--- config.mk ---
export PLATFORM = sky130hd
export DESIGN_NAME = seg7_scan_ctrl
export DESIGN_NICKNAME = d
export VERILOG_FILES = /design/src/rtl/seg7_scan_ctrl.sv
export SDC_FILE = /design/constraint.sdc
export NUM_CORES = 1
export LEC_CHECK = 0
export ABC_AREA = 0
export BUFFER_PORTS_ARGS = -buffer_cell sky130_fd_sc_hd__buf_2
export CORE_UTILIZATION = 60
export CTS_CLUSTER_DIAMETER = 150
export CTS_CLUSTER_SIZE = 8
export DETAILED_ROUTE_END_ITERATION = 10
export GPL_ROUTABILITY_DRIVEN = 0
export HOLD_SLACK_MARGIN = 0.12
export PLACE_DENSITY = 0.83
export RECOVER_POWER = 50
export SETUP_SLACK_MARGIN = 0.2
export SYNTH_ARGS = -nofsm -noshare
export SYNTH_HDL_FRONTEND = slang
export SYNTH_SLANG_ARGS = --single-unit
--- constraint.sdc ---
create_clock -name clk -period 4.5 [get_ports clk]
set_input_delay 0.675 -clock clk [delete_from_list [all_inputs] [get_ports clk]]
set_output_delay 0.675 -clock clk [all_outputs]
set_load 0.01 [all_outputs]
--- src/rtl/seg7_scan_ctrl.sv ---
// Multiplexed scan controller for one shared 3-bit seven-segment decoder across NUM_DIGITS digits.
// Optional per-slot dimming is enabled by defining SEG7_SCAN_DIM_EN (adds the duty input).
module seg7_scan_ctrl #(
  parameter int NUM_DIGITS = 4,
  parameter int SCAN_DIV   = 1000,
  parameter int BLANK_CYC  = 2
) (
  input  logic                    clk,
  input  logic                    rst_n,
`ifdef SEG7_SCAN_DIM_EN
  input  logic [3:0]              duty,
`endif
  input  logic                    en,
  input  logic                    load_valid,
  input  logic [3*NUM_DIGITS-1:0] load_data,
  output logic                    load_ready,
  output logic [2:0]              dec_code,
  output logic [NUM_DIGITS-1:0]   digit_en,
  output logic                    blank,
  output logic                    frame_start
);

  localparam int CW = $clog2(SCAN_DIV);
  localparam int IW = $clog2(NUM_DIGITS);
  localparam int DW = 3 * NUM_DIGITS;
  localparam logic [CW-1:0] CNT_MAX = CW'(SCAN_DIV - 1);
  localparam logic [IW-1:0] IDX_MAX = IW'(NUM_DIGITS - 1);
`ifdef SEG7_SCAN_DIM_EN
  localparam int STEP = (SCAN_DIV - BLANK_CYC) / 16;
`endif

  // ST_IDLE is the registered image of en=0; it keeps en off every output path.
  typedef enum logic {ST_IDLE, ST_SCAN} state_t;

  state_t          state_q, state_d;
  logic [CW-1:0]   cnt_q, cnt_d;
  logic [IW-1:0]   idx_q, idx_d;
  logic [DW-1:0]   active_q, active_d;
  logic [DW-1:0]   shadow_q, shadow_d;
  logic            pending_q, pending_d;
  logic            load_fire;
  logic            frame_wrap;
  logic            commit;
  logic            slot_on;
`ifdef SEG7_SCAN_DIM_EN
  logic [3:0]      duty_q;
  logic [31:0]     on_end;
`endif

  always_comb begin
    // NOTE: every variable gets a default first, so no path can leave one unassigned and infer a latch.
    state_d   = state_q;
    cnt_d     = cnt_q;
    idx_d     = idx_q;
    active_d  = active_q;
    shadow_d  = shadow_q;
    pending_d = pending_q;

    load_fire  = load_valid && !pending_q;
    frame_wrap = (state_q == ST_SCAN) && en && (cnt_q == CNT_MAX) && (idx_q == IDX_MAX);

    if (!en) begin
      state_d = ST_IDLE;
      cnt_d   = '0;
      idx_d   = '0;
    end else if (state_q == ST_IDLE) begin
      state_d = ST_SCAN;
      cnt_d   = '0;
      idx_d   = '0;
    end else if (cnt_q == CNT_MAX) begin
      cnt_d = '0;
      idx_d = (idx_q == IDX_MAX) ? '0 : idx_q + IW'(1);
    end else begin
      cnt_d = cnt_q + CW'(1);
    end

    // Commit reads shadow_q before a same-edge capture overwrites it, so a
    // boundary collision shows old data now and the new data next frame.
    commit = pending_q && (!en || frame_wrap);
    if (commit) begin
      active_d  = shadow_q;
      pending_d = 1'b0;
    end
    if (load_fire) begin
      shadow_d  = load_data;
      pending_d = 1'b1;
    end
  end

  // NOTE: the display buffers are reset along with the counters so a reset discards any pending frame.
  always_ff @(posedge clk or negedge rst_n) begin
    if (!rst_n) begin
      state_q   <= ST_IDLE;
      cnt_q     <= '0;
      idx_q     <= '0;
      active_q  <= '0;
      shadow_q  <= '0;
      pending_q <= 1'b0;
    end else begin
      // NOTE: non-blocking assignments make all registers update together from pre-edge values.
      state_q   <= state_d;
      cnt_q     <= cnt_d;
      idx_q     <= idx_d;
      active_q  <= active_d;
      shadow_q  <= shadow_d;
      pending_q <= pending_d;
    end
  end

`ifdef SEG7_SCAN_DIM_EN
  always_ff @(posedge clk or negedge rst_n) begin
    if (!rst_n) begin
      duty_q <= '0;
    end else if (cnt_d == '0) begin
      duty_q <= duty;
    end
  end

  assign on_end = 32'(BLANK_CYC) + (32'(duty_q) + 32'd1) * 32'(STEP);
`endif

  always_comb begin
    slot_on = (state_q == ST_SCAN) && (32'(cnt_q) >= 32'(BLANK_CYC));
`ifdef SEG7_SCAN_DIM_EN
    slot_on = slot_on && (32'(cnt_q) < on_end);
`endif
    digit_en = slot_on ? (NUM_DIGITS'(1) << idx_q) : '0;
  end

  assign blank       = ~|digit_en;
  assign dec_code    = active_q[3*idx_q +: 3];
  assign frame_start = (state_q == ST_SCAN) && (cnt_q == '0) && (idx_q == '0);
  assign load_ready  = ~pending_q;

endmodule

==> qor.csv, run 1 <==
stage,metric,value,unit
outcome,outcome,"finished, violations left",
outcome,failing checks,"max-capacitance violations, max-slew violations",
critical_path,r2r startpoint,cnt_q[1]$_DFF_PN0_,
synth,Syn Inst Count,141,
global_route,GRT Total Usage,0.203,
final_layout,Final Cell Area,1990,um^2
final_layout,Fillers,197,
critical_path,Worst setup EP type,output pin,
floorplan,Die W,56.4,um
clocking,post_cts resized,0,
flow_run,maxcap violations,1,
timing,Max Freq,407,MHz
routing,ANT nets after route,0,
final_layout,# diodes,0,
routing,vias,1097,
floorplan,Row Count,19,
routing,Routed WL per cell,13.9,um
clocking,Setup Buffers After CTS,0,
worst_hold_path,Worst Hold Launch,active_q[11]$_DFFE_PN0P_,
clocking,worst skew pair latency,330,ps
timing,Setup-failing EPs final,0,
critical_path,Critical Path Fanout Max,8,
routing,starting DRC count in detailed routing,42,
synth,Post-synth EDFFs,0,
timing,Final Skew,4.38,ps
power,Power Total,819,uW
power,Leak,0.000902,uW
synth,synthesized area,1770,um^2
synth,"flops & latches, synth",38,
global_route,largest net degree at the start of global routing,39,
routing,post-detailed-routing wire length,2.78,mm
clocking,clk buf depth,2,
critical_path,Worst EP arrival,1780,ps
routing,Via density,5.49,
clocking,CTS tree,done,
synth,ys flop type,dfrtp_1,
timing,Fin. Hold Viols,0,
final_layout,"commonest non-fill, non-tap cell in the layout",dfrtp_1,
final_layout,Multi-input gate area,771,um^2
critical_path,worst path required time,3830,ps
critical_path,crit path launch,idx_q[0]$_DFFE_PN0P_,
placed_design,Port Buf Inserts,25,
placed_design,HPWL after detailed placement,2.05,mm
clocking,H-tree depth,2,
floorplan,# IOs,26,
final_layout,share of cells above drive strength 1,0.249,
placed_design,Post-DP Area,1910,um^2
floorplan,Die H,56.4,um
critical_path,CP Class,register to output pin,
timing,fin crit share,0.546,
synth,register area share after synthesis,0.536,
floorplan,initial core utilization,0.637,
synth,Syn Area/Cell,12.6,um^2
timing,Worst Hold Margin,490,ps
timing,Tmin final,2460,ps
timing,Slew headroom,-0.244,
clocking,Worst-path clk slew,100,ps
routing,# DRC,0,
timing,Max Transition Viols Final,39,
timing,Worst-Margin Slew,1870,ps
final_layout,"leading cell types in the layout, fill and taps excluded","dfrtp_1 (38), buf_2 (23), mux2_1 (16), nor2_1 (15), nand2_1 (10)",
timing,final setup TNS,0,ps
final_layout,FF/Latch Area,951,um^2
power,worst vdd ir,0.371,mV
floorplan,core area,2780,um^2
synth,distinct cell type count after synthesis,30,
routing,drt pass-1 iters,4,
critical_path,crit path launch type,register,
clocking,Num CTS Buffers,5,
synth,synth warn,0,
final_layout,number of nets in the layout,192,
global_route,grt ovf,0,
worst_hold_path,min-delay worst type,register to register,
clocking,Clock Sink Count,38,
final_layout,P&R area growth vs syn,12.1,%
clocking,Clock Tree Root,clkbuf_4,
power,Power per Cell Area,412,nW/um^2
floorplan,DIE AREA,3180,um^2
timing,RSZ-0062 raised after global routing,false,
global_route,global-route wire length before repair,4.86,mm
synth,Syn Nets,164,
synth,"FFs w/ async S/R, synth",1.00,
global_route,initial antenna violation count,0,
clocking,# hold bufs at CTS,0,
global_route,vias in the first global route,1110,
==> kinds of logic after synthesis <==
group | count (synthesis) | share of synthesized area
AO/OA/AOI/OAI | 5 | 0.0275
multiplexers | 28 | 0.196
buffers and inverters | 10 | 0.0261
AND/OR/NAND/NOR | 46 | 0.130
flip-flops | 38 | 0.536
XOR/XNOR | 7 | 0.0346
adder cells (fa/ha/maj) | 7 | 0.0494
==> worst max-delay path, cell delays in order (launching register included) <==
cell,delay [ps]
dfrtp_1,560
inv_1,120
ha_1,230
o41ai_1,360
buf_2,190
==> sequential cells by signal, indices dropped and copies added, names as in the netlist <==
name,cells
idx_q,2
shadow_q,12
pending_q,1
state_q,1
cnt_q,10
active_q,12
==> synth_stat cells, drive strengths merged, types with 2 or more instances <==
cell type  count  share of area
nand3          5          0.017
buf            2         0.0092
xor2           4          0.020
nand4          2         0.0071
and2           5          0.018
and3           2         0.0071
ha             7          0.049
clkbuf         2         0.0042
nand2         10          0.021
dfrtp         38           0.54
xnor2          3          0.015
inv            6          0.013
mux2          24           0.15
nor2          15          0.032
nor4           2         0.0071
mux4           3          0.038
==> per-layer routing <==
layer | vias to the layer above | wire length (um) | global-route usage | share of wire
li1 | 543 | - | - | -
met1 | 517 | 1300 | 0.268 | 0.47
met2 | 31 | 1340 | 0.318 | 0.48
met3 | 6 | 112 | 0.0484 | 0.040
met4 | 0 | 34 | 0.0941 | 0.012
met5 | - | 0 | 0 | 0
==> final timing paths <==
kind,end,slack (ps),cells after the start
worst max-delay path,blank,2040,4
min in group asynchronous,shadow_q[6]$_DFFE_PN0P_,840,1
max in group asynchronous,cnt_q[6]$_DFF_PN0_,2600,1
worst min-delay path,active_q[11]$_DFFE_PN0P_,490,1
worst max register to register,active_q[6]$_DFFE_PN0P_,2350,5
worst min register to register,active_q[11]$_DFFE_PN0P_,490,1
==> per-stage QoR <==
step	worst slack (ps)	utilization	std cells
final	2040	0.714	200
after global routing	1920	0.714	200
after CTS	2020	0.717	200
after detailed placement	2290	0.688	193
after global placement	2400	0.688	193
after floorplan	2380	-	141
==> cell type report <==
type | instances | area share
sequential | 38 | 0.479
multi-input combinational | 93 | 0.388
timing repair buffer | 25 | 0.0617
clock buffer | 6 | 0.0258
tap | 31 | 0.0195
clock inverter | 1 | 0.0151
inverter | 6 | 0.0113
==> power by group <==
group / internal (uW) / total (uW) / switching [uW]
sequential: 418 / 455 / 37.6
clock: 129 / 230 / 101
combinational: 79.5 / 134 / 54.3
total: 626 / 819 / 193
No activity file was read; power rests on OpenSTA's default activity.
==> run 2, diff against run 1 <==
- CORE_UTILIZATION: 60 -> 56
- PLACE_DENSITY: 0.83 -> 0.78
- clock period: 4.5 -> 2.56 ns (I/O delays scaled with it)
==> run 2 against run 1 <==
Against the previous run: the run still ends with max-capacitance violations, max-slew violations left; first-iteration DRC count rose by 74%; sequential cell count did not move; power rose by 77%; core utilization fell by 5.0 points; setup slack got worse by 1700 ps; cell area rose by 1.3%; critical path depth did not move; wire length rose by 2.0%; clock power rose by 80%; hold slack got worse by 240 ps; register-to-register slack got worse by 1800 ps; global-route usage rose by 0.41 points; largest cell class unchanged; largest power group unchanged.
==> qor.csv, run 2 (synthesis gave the netlist of run 1 again) <==
stage,metric,value,unit,change
clocking,Clock Sink Count,38,,unchanged
timing,Setup-failing EPs final,0,,unchanged
flow_run,maxcap violations,1,,unchanged
floorplan,Row Count,20,,was 19
timing,final setup TNS,0,ps,unchanged
floorplan,DIE AREA,3390,um^2,was 3180 um^2
critical_path,Crit path largest cell delay,580,ps,was 560 ps
timing,fin crit share,0.862,,
clocking,H-tree depth,2,,unchanged
outcome,outcome,"finished, violations left",,unchanged
power,Leak,0.000905,uW,was 0.000902 uW
routing,Routed WL per cell,13.3,um,was 13.9 um
floorplan,Die H,58.3,um,was 56.4 um
clocking,CTS tree,done,,unchanged
final_layout,Final Cell Area,2010,um^2,was 1990 um^2
critical_path,worst path required time,2180,ps,was 3830 ps
critical_path,Worst EP arrival,1820,ps,was 1780 ps
floorplan,Die W,58.3,um,was 56.4 um
final_layout,# diodes,0,,unchanged
placed_design,HPWL after detailed placement,2.04,mm,was 2.05 mm
power,Gate power share,0.164,,was 0.163
clocking,Num CTS Buffers,5,,unchanged
critical_path,CP Class,register to output pin,,unchanged
clocking,clk buf depth,2,,unchanged
final_layout,share of cells above drive strength 1,0.253,,was 0.249
timing,Tmin final,2210,ps,
timing,Fin. Hold Viols,0,,unchanged
clocking,Worst-path clk slew,110,ps,was 100 ps
final_layout,number of nets in the layout,193,,was 192
global_route,GRT Total Usage,0.207,,was 0.203
critical_path,WP buf/inv,2,,unchanged
power,Power per Cell Area,721,nW/um^2,was 412 nW/um^2
placed_design,Port Buf Inserts,25,,unchanged
clocking,worst skew pair latency,340,ps,was 330 ps
floorplan,core area,3030,um^2,was 2780 um^2
floorplan,# IOs,26,,unchanged
outcome,failing checks,"max-capacitance violations, max-slew violations",,unchanged
timing,Final Skew,5.18,ps,was 4.38 ps
global_route,initial antenna violation count,0,,unchanged
critical_path,slowest cell on the critical path,dfrtp_1,,unchanged
power,worst vdd ir,0.395,mV,was 0.371 mV
timing,Max Freq,453,MHz,
power,Pint,1100,uW,was 626 uW
critical_path,worst reg-to-reg setup slack,600,ps,was 2350 ps
worst_hold_path,min-delay worst type,primary input to register,,was register to register
power,Switching Fraction,0.240,,was 0.235
final_layout,Largest regs,"active_q (12), shadow_q (12), cnt_q (10)",,unchanged
floorplan,initial core utilization,0.586,,was 0.637
critical_path,crit path launch type,register,,unchanged
global_route,largest net degree at the start of global routing,39,,unchanged
timing,RSZ-0062 raised after global routing,false,,unchanged
timing,Worst-Margin Slew,1970,ps,was 1870 ps
clocking,# hold bufs at CTS,0,,unchanged
routing,ANT nets after route,0,,unchanged
global_route,global-route wire length before repair,5.06,mm,was 4.86 mm
critical_path,Critical Path Fanout Max,8,,unchanged
routing,starting DRC count in detailed routing,73,,was 42
timing,Max Transition Viols Final,39,,unchanged
placed_design,Post-DP Area,1940,um^2,was 1910 um^2
routing,drt pass-1 iters,4,,unchanged
clocking,Setup Buffers After CTS,0,,unchanged
global_route,grt ovf,0,,unchanged
final_layout,Fillers,230,,was 197
critical_path,Worst setup EP type,output pin,,unchanged
timing,Slew headroom,-0.313,,was -0.244
clocking,post_cts resized,0,,unchanged
critical_path,crit path cell chain,inv_1 > ha_1 > o41ai_1 > buf_2,,unchanged
power,Net Sw Power,348,uW,was 193 uW
final_layout,P&R area growth vs syn,13.5,%,was 12.1%
clocking,Clock Tree Root,clkbuf_4,,unchanged
final_layout,"commonest non-fill, non-tap cell in the layout",dfrtp_1,,unchanged
routing,vias,1117,,was 1097
routing,# DRC,0,,unchanged
routing,Via density,5.22,,was 5.49
power,Clock power frac,0.286,,was 0.281
routing,post-detailed-routing wire length,2.84,mm,was 2.78 mm
power,share of power burned in registers,0.550,,was 0.556
final_layout,"leading cell types in the layout, fill and taps excluded","dfrtp_1 (38), buf_2 (23), mux2_1 (16), nor2_1 (15), nand2_1 (10)",,unchanged
global_route,vias in the first global route,1125,,was 1110
critical_path,critical path's top delay family,flip-flops,,unchanged
## run 2: cell types whose count changed in the layout (fill, tap and decap cells not counted)
cell / before / now
and2_0: 1 / 0
and2_1: 4 / 5
clkbuf_1: 2 / 3
nand3_1: 5 / 4
nand3_2: 0 / 1
## run 2: through the flow
step,power (uW),setup WS [ps],cells,util,hold WS [ps]
after detailed placement,1060,580,207,0.640,471
after CTS,1470,316,214,0.667,147
after global placement,1040,698,207,0.640,463
final,1450,354,214,0.664,252
after global routing,1530,214,214,0.664,233
after floorplan,965,732,141,-,88.4
## run 2: final cells by class
class	instances	area, um^2	area share
Clock buffer	6	51.3	0.0255
Timing Repair Buffer	26	126	0.0628
Inverter	6	22.5	0.0112
Clock inverter	1	30.0	0.0149
Tap cell	44	55.1	0.0274
Multi-Input combinational cell	93	776	0.386
Sequential cell	38	951	0.473
## run 2: final timing paths
kind                                    startpoint                      end  cells after the start
setup / recovery              idx_q[0]$_DFFE_PN0P_                    blank                      4
hold / removal                        load_data[5]  shadow_q[5]$_DFFE_PN0P_                      2
setup reg to reg                cnt_q[1]$_DFF_PN0_  active_q[6]$_DFFE_PN0P_                      5
hold reg to reg            shadow_q[3]$_DFFE_PN0P_  shadow_q[3]$_DFFE_PN0P_                      1
max in group asynchronous                    rst_n  shadow_q[4]$_DFFE_PN0P_                      1
min in group asynchronous                    rst_n       cnt_q[5]$_DFF_PN0_                      1
## run 2: power groups by stage
stage | Combinational (uW) | Clock (uW) | Sequential (uW)
2_1_floorplan | 178 | 0 | 788
6_report | 238 | 414 | 798
5_1_grt | 269 | 447 | 818
4_1_cts | 246 | 427 | 800
3_3_place_gp | 232 | 0 | 805
3_5_place_dp | 244 | 0 | 814
## run 2: worst reg2reg max path, cell delays in order (launching register included)
cell and delay (ps):
dfrtp_1 440, ha_1 220, and2_1 230, nand3_2 170, o22ai_4 420, mux2_1 380
## run 2: routing by layer
metal / up-vias / part of all wire / global-route usage
met5: - / 0 / 0
met1: 538 / 0.47 / 0.269
met3: 7 / 0.030 / 0.0469
li1: 546 / - / -
met2: 26 / 0.48 / 0.323
met4: 0 / 0.021 / 0.112
